--- config.mk ---
export PLATFORM = sky130hd
export DESIGN_NAME = processor
export DESIGN_NICKNAME = d
export VERILOG_FILES = /design/src/rtl/processor.sv
export SDC_FILE = /design/constraint.sdc
export NUM_CORES = 1
export LEC_CHECK = 0
export CAP_MARGIN = 20
export CORE_MARGIN = 8
export CORE_UTILIZATION = 43
export DETAILED_ROUTE_END_ITERATION = 8
export SKIP_LAST_GASP = 1
export SLEW_MARGIN = 30
export SYNTH_ARGS = -nofsm -noshare
export SYNTH_HDL_FRONTEND = slang
export SYNTH_SLANG_ARGS = --single-unit
--- constraint.sdc ---
create_clock -name i_clk -period 6.45 [get_ports i_clk]
set_clock_uncertainty 0.2 [all_clocks]
set_input_delay 0.645 -clock i_clk [delete_from_list [all_inputs] [get_ports i_clk]]
set_output_delay 0.645 -clock i_clk [all_outputs]
set_load 0.01 [all_outputs]
--- src/rtl/processor.sv ---
// 8-bit accumulator processor running a fixed 16-word ROM, one instruction per divider period.
// Output is a combinational mode-selected view of ACC, a register, IR or PC.
module processor #(
  parameter int DIV_BITS = 2
) (
  input  logic       i_clk,
  input  logic       i_rst_n,
  input  logic       i_pause,
  input  logic [4:0] i_mode,
  output logic       o_cb,
  output logic [7:0] o_output,
  output logic       o_slow_clk,
  output logic [3:0] o_pc
);
  localparam logic [DIV_BITS-1:0] DIV_ONE = DIV_BITS'(1);

  logic [DIV_BITS-1:0] r_div_cnt;
  logic [3:0]          r_pc;
  logic [7:0]          r_acc;
  logic                r_cb;
  logic [7:0]          r_regs [16];
  logic                r_halted;

  logic [7:0] w_ir;
  logic [3:0] w_op;
  logic [3:0] w_x;
  logic [7:0] w_rx;
  logic [8:0] w_sum;
  logic       w_tick;
  logic       w_exec;
  logic [3:0] w_pc_nxt;
  logic [7:0] w_acc_nxt;
  logic       w_cb_nxt;
  logic       w_reg_we;
  logic       w_halt_nxt;

  always_comb begin
    case (r_pc)
      4'd0:    w_ir = 8'h71;
      4'd1:    w_ir = 8'h31;
      4'd2:    w_ir = 8'h70;
      4'd3:    w_ir = 8'h11;
      4'd4:    w_ir = 8'hA6;
      4'd5:    w_ir = 8'h83;
      4'd6:    w_ir = 8'hFF;
      default: w_ir = 8'h00;
    endcase
  end

  assign w_op   = w_ir[7:4];
  assign w_x    = w_ir[3:0];
  assign w_rx   = r_regs[w_x];
  assign w_sum  = {1'b0, r_acc} + {1'b0, w_rx};
  assign w_tick = &r_div_cnt;
  assign w_exec = w_tick & ~i_pause & ~r_halted;

  // Unlisted opcodes fall through to the defaults and act as NOP.
  always_comb begin
    w_pc_nxt   = r_pc + 4'd1;
    w_acc_nxt  = r_acc;
    w_cb_nxt   = r_cb;
    w_reg_we   = 1'b0;
    w_halt_nxt = r_halted;
    case (w_op)
      4'h1: begin
        w_acc_nxt = w_sum[7:0];
        w_cb_nxt  = w_sum[8];
      end
      4'h2: begin
        w_acc_nxt = r_acc - w_rx;
        w_cb_nxt  = (w_rx > r_acc);
      end
      4'h3: w_reg_we  = 1'b1;
      4'h4: w_acc_nxt = w_rx;
      4'h5: w_acc_nxt = r_acc & w_rx;
      4'h6: w_acc_nxt = r_acc ^ w_rx;
      4'h7: w_acc_nxt = {4'b0, w_x};
      4'h8: w_pc_nxt  = w_x;
      4'h9: if (r_acc == 8'd0) w_pc_nxt = w_x;
      4'hA: if (r_cb) w_pc_nxt = w_x;
      4'hB: begin
        if (w_x == 4'h0) begin
          w_cb_nxt  = r_acc[7];
          w_acc_nxt = {r_acc[6:0], 1'b0};
        end else if (w_x == 4'h1) begin
          w_cb_nxt  = r_acc[0];
          w_acc_nxt = {1'b0, r_acc[7:1]};
        end
      end
      4'hF: begin
        if (w_x == 4'hF) begin
          w_halt_nxt = 1'b1;
          w_pc_nxt   = r_pc;
        end
      end
      default: ;
    endcase
  end

  always_ff @(posedge i_clk or negedge i_rst_n) begin
    if (!i_rst_n) r_div_cnt <= '0;
    else          r_div_cnt <= r_div_cnt + DIV_ONE;
  end

  always_ff @(posedge i_clk or negedge i_rst_n) begin
    if (!i_rst_n) begin
      r_pc     <= 4'd0;
      r_acc    <= 8'd0;
      r_cb     <= 1'b0;
      r_halted <= 1'b0;
      for (int i = 0; i < 16; i++) r_regs[i] <= 8'd0;
    end else if (w_exec) begin
      r_pc     <= w_pc_nxt;
      r_acc    <= w_acc_nxt;
      r_cb     <= w_cb_nxt;
      r_halted <= w_halt_nxt;
      if (w_reg_we) r_regs[w_x] <= r_acc;
    end
  end

  always_comb begin
    o_output = r_acc;
    if (!i_mode[4])               o_output = r_regs[i_mode[3:0]];
    else if (i_mode == 5'b10000)  o_output = w_ir;
    else if (i_mode == 5'b10001)  o_output = {4'b0, r_pc};
  end

  assign o_cb       = r_cb;
  assign o_pc       = r_pc;
  assign o_slow_clk = r_div_cnt[DIV_BITS-1];
endmodule

==> results of run 1 <==
sequential cells by signal (all words and copies together), names as in the netlist:
signal	count
r_halted	1
r_acc	8
o_pc	4
o_cb	1
r_regs	128
r_div_cnt	2
worst min path at each step:
| stage | to | slack [ns] | cells past startpoint |
|---|---|---|---|
| after floorplan | o_cb | 0.15 | 0 |
| after global placement | r_regs[110] | 0.16 | 0 |
| after detailed placement | r_regs[107] | 0.16 | 0 |
| after CTS | r_regs[52] | 0.06 | 1 |
| after global routing | r_regs[52] | 0.1 | 1 |
| final | r_regs[60] | 0.05 | 1 |
metal layers:
layer  routed length (um)  vias up  global-route usage  part of all wire
met5                    0        -                   0                 0
met4                  204        0              0.0718             0.014
met3                  722       12              0.0362             0.051
met2                 6420       85               0.215              0.45
met1                 6870     2005               0.216              0.48
li1                     -     1851                   -                 -
Yosys cell counts (2+ instances only):
library cell / instances
mux4_2: 32
a211oi_1: 5
nand3_1: 2
buf_2: 14
clkbuf_1: 127
a21o_1: 3
o21ai_0: 22
o22ai_1: 17
buf_6: 3
nor2b_1: 3
buf_4: 2
xnor2_1: 2
nand2_1: 20
and3_1: 3
a22o_1: 2
a22oi_1: 2
a221oi_1: 3
ha_1: 15
nand3b_1: 4
a31oi_1: 3
xor2_1: 2
mux2_2: 12
o211ai_1: 4
a21oi_1: 13
o221a_2: 4
nor4_1: 2
buf_1: 2
o21bai_1: 3
mux2i_1: 22
nand2b_1: 3
or2_2: 3
nor2_1: 47
o41ai_1: 2
o31ai_1: 7
dfrtp_1: 144
inv_1: 12
or3_1: 2
nor3_1: 12
cells by family (layout without fill, tap and decap cells):
family          after synthesis  in the layout  synth area share
xor+xnor                      4              4           0.00514
fa+ha+maj                    16             16            0.0304
mux                          66             66             0.158
flops                       144            144             0.528
simple gates                108            108            0.0787
compound gates              103            103             0.105
buf+inv                     160             75            0.0950
final cells by class:
| class | count | area [um^2] |
|---|---|---|
| clock inverter | 13 | 188 |
| sequential | 144 | 3600 |
| multi-input combinational | 297 | 2570 |
| tap | 216 | 270 |
| fill | 1393 | 8300 |
| clock buffer | 18 | 429 |
| timing repair buffer | 32 | 299 |
| inverter | 12 | 45.0 |
where the power goes:
group          total (uW)  leakage [uW]  internal [uW]  switching [uW]
clock network        1030      0.000292            646             380
registers             904       0.00199            904        0.000916
logic                69.5       0.00118           24.6            44.9
per-stage QoR:
step / hold slack (ns) / instance area [um^2] / worst slack [ns] / utilization / std cells
finish: 0.0474 / 7410 / 2.05 / 0.471 / 732
floorplan: 0.149 / 6820 / 2.89 / - / 601
global placement: 0.160 / 6770 / 1.96 / 0.431 / 700
global route: 0.0974 / 7410 / 1.71 / 0.471 / 732
CTS: 0.0599 / 7390 / 1.86 / 0.470 / 731
detailed placement: 0.162 / 6770 / 1.87 / 0.431 / 700
==> flow_metrics.env, run 1 <==
export IMPL_dr_pass1_iters=5
export IMPL_ys_seq_area_frac=0.528
export IMPL_power_leakage_uw=0.00346
export IMPL_finalCritPeriodShare=0.682
export IMPL_crit_path_end_kind="flop"
export IMPL_die_width_um=142
export IMPL_htreeDepth=4
export IMPL_final_cell_mix="dfrtp_1, nor2_1, mux4_2"
export IMPL_report_final_hold_viol_count=0
export IMPL_cts_setup_buffers=0
export IMPL_ant_nets=0
export IMPL_drv_cap=0
export IMPL_portBuffers=21
export IMPL_crit_cells=14
export IMPL_r2r_start="o_pc[0]"
export IMPL_irDropWorstVdd_uv=174
export IMPL_cp_startpoint="o_pc[0]"
export IMPL_clock_latency_ns=0.42
export IMPL_syn_num_nets=625
export IMPL_dieArea_mm2=0.0202
export IMPL_critPathKind="flop to flop"
export IMPL_yosysWarnings=0
export IMPL_die_h_um=142
export IMPL_core_mm2=0.0157
export IMPL_vias_per_cell=5.40
export IMPL_fp_row_count=46
export IMPL_fmax_mhz=227
export IMPL_final_common_cell="dfrtp_1"
export IMPL_drive_above_1_share=0.203
export IMPL_rsz0062_at_grt="no"
export IMPL_areaGrowthSynthToFinish_pct=8.58
export IMPL_pin_count=22
export IMPL_gp_congestion=0.833
export IMPL_ff2ff_path_depth=14
export IMPL_ys_seq_elements=144
export IMPL_synth_top_area_share=0.528
export IMPL_p_total_uw=2000
export IMPL_path_clk_slew_ns=0.06
export IMPL_min_period_ns=4.40
export IMPL_root_buffer="clkbuf_16"
export IMPL_synth_avg_cell_area_um2=11.4
export IMPL_slowest_stage="or3_1"
export IMPL_nets=528
export IMPL_worst_path_buf_inv=1
export IMPL_status="complete, no violations"
export IMPL_cts_tree="done"
export IMPL_postCtsHoldBufs=0
export IMPL_routedWlPerCell_um=19.4
export IMPL_netlist_area_mm2=0.00682
export IMPL_max_slew_margin=0.343
export IMPL_grt_usage=0.152
export IMPL_drv_slew=0
export IMPL_power_density_mw_per_mm2=270
export IMPL_synthTopCellsByArea="dfrtp_1, mux4_2, clkbuf_1"
export IMPL_arrival_ns=4.49
export IMPL_wl_um=14200
export IMPL_setup_tns_ns=0
export IMPL_syn_inst=601
export IMPL_cp_cell_sequence="inv_1 > ha_1 > nand3b_1 > or3_1 > o22ai_1 > o31ai_1 > and3_1 > ha_1 > fa_1 > a211oi_1 > o21bai_1 > a21oi_1 > xnor2_1 > o21ai_0"
export IMPL_r2r_setup_slack_ns=2.05
export IMPL_crit_end="r_acc[6]"
export IMPL_r2r_end="r_acc[6]"
export IMPL_yosys_most_used_dff="dfrtp_1"
export IMPL_antenna_found_initial=0
export IMPL_async_flop_share=1.00
export IMPL_start_kind="flop"
export IMPL_path_max_fanout=12
export IMPL_crit_family="adder cells"
export IMPL_setup_viol=0
export IMPL_vias=3953
export IMPL_max_stage_delay_ns=0.64
export IMPL_synth_cell_types=59
export IMPL_dpl_hpwl_um=9320
export IMPL_num_antenna_cells=0
export IMPL_hold_class="primary input to async pin"
export IMPL_grt_pass1_wl_um=23300
export IMPL_yosys_area_top_type="dfrtp_1"
export IMPL_cts_made_buffers=17
export IMPL_cts_path_max_buffers=2
export IMPL_post_cts_resized=0
export IMPL_cts_sinks=144
export IMPL_remaining_drc_errors=0
export IMPL_crit_top_cell="ha_1"
export IMPL_overflow=0
export IMPL_start_util=0.434
export IMPL_synth_edff_count=0
export IMPL_grt_pass1_vias=4174
export IMPL_drtIter0Drc=353
export IMPL_grt_max_degree=77
export IMPL_worstMarginPinSlew_ns=0.981
export IMPL_cp_required_ns=6.54
(Power assumes the default switching activity.)
==> inputs of run 2 (changes only) <==
- clock period: 6.45 -> 3.6 ns (I/O delays scaled with it)
==> flow_metrics.env, run 2 (synthesis gave the netlist of run 1 again) <==
export IMPL_cts_path_max_buffers=2
export IMPL_fin_cells=759
export IMPL_hold_path_startpoint="r_regs[47]"
export IMPL_num_antenna_cells=0
export IMPL_die_width_um=142
export IMPL_overflow=0
export IMPL_holdPathStages=0
export IMPL_fp_row_count=46
export IMPL_start_kind="flop"
export IMPL_grt_max_degree=88
export IMPL_cts_setup_buffers=0
export IMPL_crit_path_end_kind="flop"
export IMPL_power_density_mw_per_mm2=447
export IMPL_cts_tree="done"
export IMPL_final_common_cell="dfrtp_1"
export IMPL_arrival_ns=3.64
export IMPL_cts_sinks=144
export IMPL_regArea_mm2=0.00360
export IMPL_remaining_drc_errors=0
export IMPL_start_util=0.434
export IMPL_wl_met2_um=6930
export IMPL_ant_nets=0
export IMPL_portBuffers=21
export IMPL_path_max_fanout=4
export IMPL_die_h_um=142
export IMPL_grt_pass1_wl_um=24500
export IMPL_holdPathEnd="r_regs[47]"
export IMPL_drv_slew=0
export IMPL_dpl_hpwl_um=10500
export IMPL_setup_viol=0
export IMPL_path_clk_slew_ns=0.07
export IMPL_top_register="r_regs"
export IMPL_vias=4066
export IMPL_finalCritPeriodShare=0.982
export IMPL_hold_class="flop to flop"
export IMPL_r2r_end="r_acc[6]"
export IMPL_pin_count=22
export IMPL_report_final_hold_viol_count=0
export IMPL_wl_met1_um=7120
export IMPL_gp_congestion=0.847
export IMPL_irDropWorstVdd_uv=312
export IMPL_vias_per_cell=5.36
export IMPL_drtIter0Drc=354
export IMPL_wl_um=15100
export IMPL_worstMarginPinSlew_ns=0.872
export IMPL_power_leakage_uw=0.00358
export IMPL_root_buffer="clkbuf_16"
export IMPL_setup_ws_ns=0.0653
export IMPL_largest_reg_flops=128
export IMPL_core_mm2=0.0157
export IMPL_grt_pass1_vias=4307
export IMPL_drv_cap=0
export IMPL_routedWlPerCell_um=19.9
export IMPL_cp_required_ns=3.70
export IMPL_r2r_setup_slack_ns=0.07
export IMPL_htreeDepth=4
export IMPL_cts_made_buffers=17
export IMPL_rsz0062_at_grt="yes"
export IMPL_grt_usage=0.162
export IMPL_min_period_ns=3.53
export IMPL_top_layer_used="met4"
export IMPL_whs_ns=0.171
export IMPL_dr_pass1_iters=5
export IMPL_antenna_found_initial=0
export IMPL_areaGrowthSynthToFinish_pct=11.3
export IMPL_fmax_mhz=283
export IMPL_dr_wl_met3_um=781
export IMPL_cp_startpoint="o_pc[0]"
export IMPL_max_slew_margin=0.414
export IMPL_final_cell_mix="dfrtp_1, nor2_1, buf_4"
export IMPL_place_inst=726
export IMPL_r2r_start="o_pc[0]"
export IMPL_setup_tns_ns=0
export IMPL_dieArea_mm2=0.0202
export IMPL_ff2ff_path_depth=14
export IMPL_nFillCells=1344
export IMPL_multi_input_area_mm2=0.00261
export IMPL_nets=554
export IMPL_critPathKind="flop to flop"
export IMPL_dp_slack_ns=0.0908
export IMPL_status="complete, no violations"
export IMPL_clock_latency_ns=0.42
export IMPL_drive_above_1_share=0.247
run 2: cell count changes in the layout (fill, tap and decap cells not counted), moves of 2 or more:
cell,before,now
inv_6,1,7
bufinv_16,4,0
nor4_1,2,0
clkinv_2,2,0
o21ai_1,0,3
clkinv_4,3,1
nor4_2,1,3
inv_8,0,2
o21ai_0,22,19
buf_4,11,34
run 2: area by class of cell:
type | count | area share
Timing Repair Buffer | 58 | 0.0677
Clock inverter | 14 | 0.0161
Sequential cell | 144 | 0.475
Tap cell | 216 | 0.0356
Multi-Input combinational cell | 297 | 0.344
Clock buffer | 18 | 0.0565
Inverter | 12 | 0.00593
run 2: how the worst max path moves through the flow:
stage                  end  slack, ns  depth (start not counted)
2_1_floorplan     r_acc[6]       0.04                         15
3_3_place_gp   o_output[7]       0.06                          6
3_5_place_dp   o_output[7]       0.09                          6
4_1_cts        o_output[4]       0.03                          8
5_1_grt           r_acc[6]      -0.08                         14
6_report          r_acc[6]       0.07                         14
run 2: per-layer routing:
metal  vias up  global-route usage
met5         -                   0
met3        18              0.0439
met2       112               0.240
met4         0              0.0627
li1       1913                   -
met1      2023               0.222
run 2: where the power goes:
part           switching [uW]  total [uW]  internal, uW
Clock                     738        1640           905
Combinational            83.9         134          50.3
Sequential            0.00202        1620          1620
run 2: timing repair:
action	CTS	global route
endpoints found under the setup margin	1	8
endpoints found under the hold margin	85	0
hold buffers	1	0
pin swaps	0	1
resized for setup	1	11
run 2: stage by stage:
step	instance area [um^2]	power, uW	util
after floorplan	6820	1710	-
after global placement	6990	1780	0.445
after detailed placement	6990	1790	0.445
after CTS	7560	3450	0.481
after global routing	7590	3520	0.483
final	7590	3400	0.483
run 2: worst max-delay path, stage by stage (launching register included):
cell,delay (ns)
dfrtp_1,0.42
inv_1,0.10
ha_1,0.17
nand3b_1,0.13
or3_1,0.40
o22ai_1,0.23
o31ai_1,0.10
and3_1,0.20
ha_1,0.24
fa_1,0.42
a211oi_2,0.27
o21bai_1,0.11
a21oi_1,0.21
xnor2_1,0.14
o21ai_0,0.08
==> inputs of run 3 (changes only) <==
- CORE_ASPECT_RATIO: unset -> 1.75
- GPL_TIMING_DRIVEN: unset -> 1
==> flow_metrics.env, run 3 (synthesis gave the netlist of run 1 again) <==
export IMPL_status="complete, no violations"
export IMPL_dr_pass1_iters=5
export IMPL_max_stage_delay_ns=0.45
export IMPL_finalCritPeriodShare=0.950
export IMPL_power_leakage_uw=0.00358
export IMPL_ant_nets=0
export IMPL_dpl_hpwl_um=11000
export IMPL_wl_um=15700
export IMPL_max_slew_margin=0.540
export IMPL_die_width_um=111
export IMPL_crit_family="compound AO/OA/AOI/OAI gates"
export IMPL_fmax_mhz=292
export IMPL_cp_required_ns=3.69
export IMPL_p_int_uw=2660
export IMPL_multi_input_area_mm2=0.00263
export IMPL_antenna_found_initial=0
export IMPL_grt_pass1_wl_um=25700
export IMPL_hold_class="flop to flop"
export IMPL_irDropWorstVdd_uv=287
export IMPL_overflow=0
export IMPL_routedWlPerCell_um=21.4
export IMPL_cts_tree="done"
export IMPL_worst_path_buf_inv=2
export IMPL_nFillCells=1337
export IMPL_cts_path_max_buffers=2
export IMPL_crit_path_end_kind="flop"
export IMPL_vias=4091
export IMPL_critPathKind="flop to flop"
export IMPL_drtIter0Drc=216
export IMPL_gp_congestion=0.864
export IMPL_grt_max_degree=73
export IMPL_core_mm2=0.0157
export IMPL_cts_setup_buffers=0
export IMPL_p_sw_frac=0.231
export IMPL_clock_latency_ns=0.42
export IMPL_final_common_cell="dfrtp_1"
export IMPL_dieArea_mm2=0.0203
export IMPL_worstMarginPinSlew_ns=0.690
export IMPL_setup_viol=0
export IMPL_drive_above_1_share=0.256
export IMPL_pwr_share_comb=0.039
export IMPL_drv_slew=0
export IMPL_slowest_stage="dfrtp_2"
export IMPL_root_buffer="clkbuf_16"
export IMPL_htreeDepth=4
export IMPL_drv_cap=0
export IMPL_nets=554
export IMPL_regArea_mm2=0.00360
export IMPL_rsz0062_at_grt="yes"
export IMPL_grt_usage=0.162
export IMPL_setup_tns_ns=0
export IMPL_net_switching_power_uw=799
export IMPL_grt_pass1_vias=4622
export IMPL_path_max_fanout=7
export IMPL_fp_row_count=61
export IMPL_cts_sinks=144
export IMPL_final_cell_mix="dfrtp_1, nor2_1, buf_4"
export IMPL_cts_made_buffers=17
export IMPL_vias_per_cell=5.59
export IMPL_portBuffers=21
export IMPL_pin_count=22
export IMPL_top_register="r_regs"
export IMPL_start_util=0.434
export IMPL_largest_reg_flops=128
export IMPL_report_final_hold_viol_count=0
export IMPL_path_clk_slew_ns=0.06
export IMPL_power_density_mw_per_mm2=454
export IMPL_fin_util=0.484
export IMPL_die_h_um=183
export IMPL_arrival_ns=3.51
export IMPL_power_frac_seq=0.468
export IMPL_areaGrowthSynthToFinish_pct=11.5
export IMPL_num_antenna_cells=0
export IMPL_cp_cell_sequence="inv_1 > ha_1 > nand3b_1 > or3_4 > buf_4 > o22ai_1 > nor2_1 > o221a_2 > fa_1 > a211oi_2 > o21bai_1 > a21oi_1 > xnor2_1 > o21ai_0"
export IMPL_start_kind="flop"
export IMPL_clockPowerShare=0.493
export IMPL_remaining_drc_errors=0
export IMPL_min_period_ns=3.42
run 3: cell count changes in the layout (fill, tap and decap cells not counted), sizes merged:
| cell | previous run | this run |
|---|---|---|
| clkinv | 1 | 2 |
| inv | 21 | 17 |
| dlymetal6s2s | 1 | 0 |
| clkdlybuf4s50 | 18 | 19 |
| clkbuf | 18 | 20 |
| bufinv | 0 | 1 |
run 3: repair_timing:
action / 4_1_cts / 5_1_grt
setup endpoints to repair: 3 / 8
hold buffers: 1 / 0
hold endpoints to repair: 70 / 0
gates resized for setup: 2 / 15
pin swaps: 0 / 2
run 3: worst paths after layout:
check                                start          to  slack [ns]  depth (start not counted)
worst max-delay path               o_pc[0]    r_acc[6]        0.18                         14
min in group asynchronous          i_rst_n   r_regs[7]        0.30                          2
worst min-delay path            r_regs[54]  r_regs[54]        0.17                          0
worst min register to register  r_regs[54]  r_regs[54]        0.17                          0
worst max register to register     o_pc[0]    r_acc[6]        0.18                         14
max in group asynchronous          i_rst_n    r_acc[2]        1.91                          3
run 3: power groups by stage:
stage	registers (uW)	clock network, uW	logic, uW
after detailed placement	1650	0	136
final	1620	1700	134
after CTS	1620	1740	138
after global placement	1650	0	136
after floorplan	1650	0	60.6
after global routing	1620	1820	148
run 3: per-layer routing:
layer / up-vias / global-route usage / share of wire
met5: - / 0 / 0
met4: 0 / 0.0879 / 0.031
met3: 34 / 0.0325 / 0.038
met2: 89 / 0.283 / 0.53
met1: 2068 / 0.182 / 0.40
li1: 1900 / - / -
run 3: through the flow:
step,instance area [um^2],total power (uW),hold WS (ns),instances,setup WS [ns]
2_1_floorplan,6820,1710,-0.136,601,0.0353
3_3_place_gp,6970,1780,0.160,699,0.0614
3_5_place_dp,6970,1780,0.162,699,-0.0198
4_1_cts,7560,3500,0.176,732,0.0163
5_1_grt,7610,3580,0.183,732,-0.0434
6_report,7610,3450,0.171,732,0.180
run 3: area by class of cell:
type / instances / area share
sequential: 144 / 0.474
tap: 189 / 0.0311
timing repair buffer: 58 / 0.0689
inverter: 12 / 0.00592
clock buffer: 20 / 0.0587
multi-input combinational: 297 / 0.345
clock inverter: 12 / 0.0166
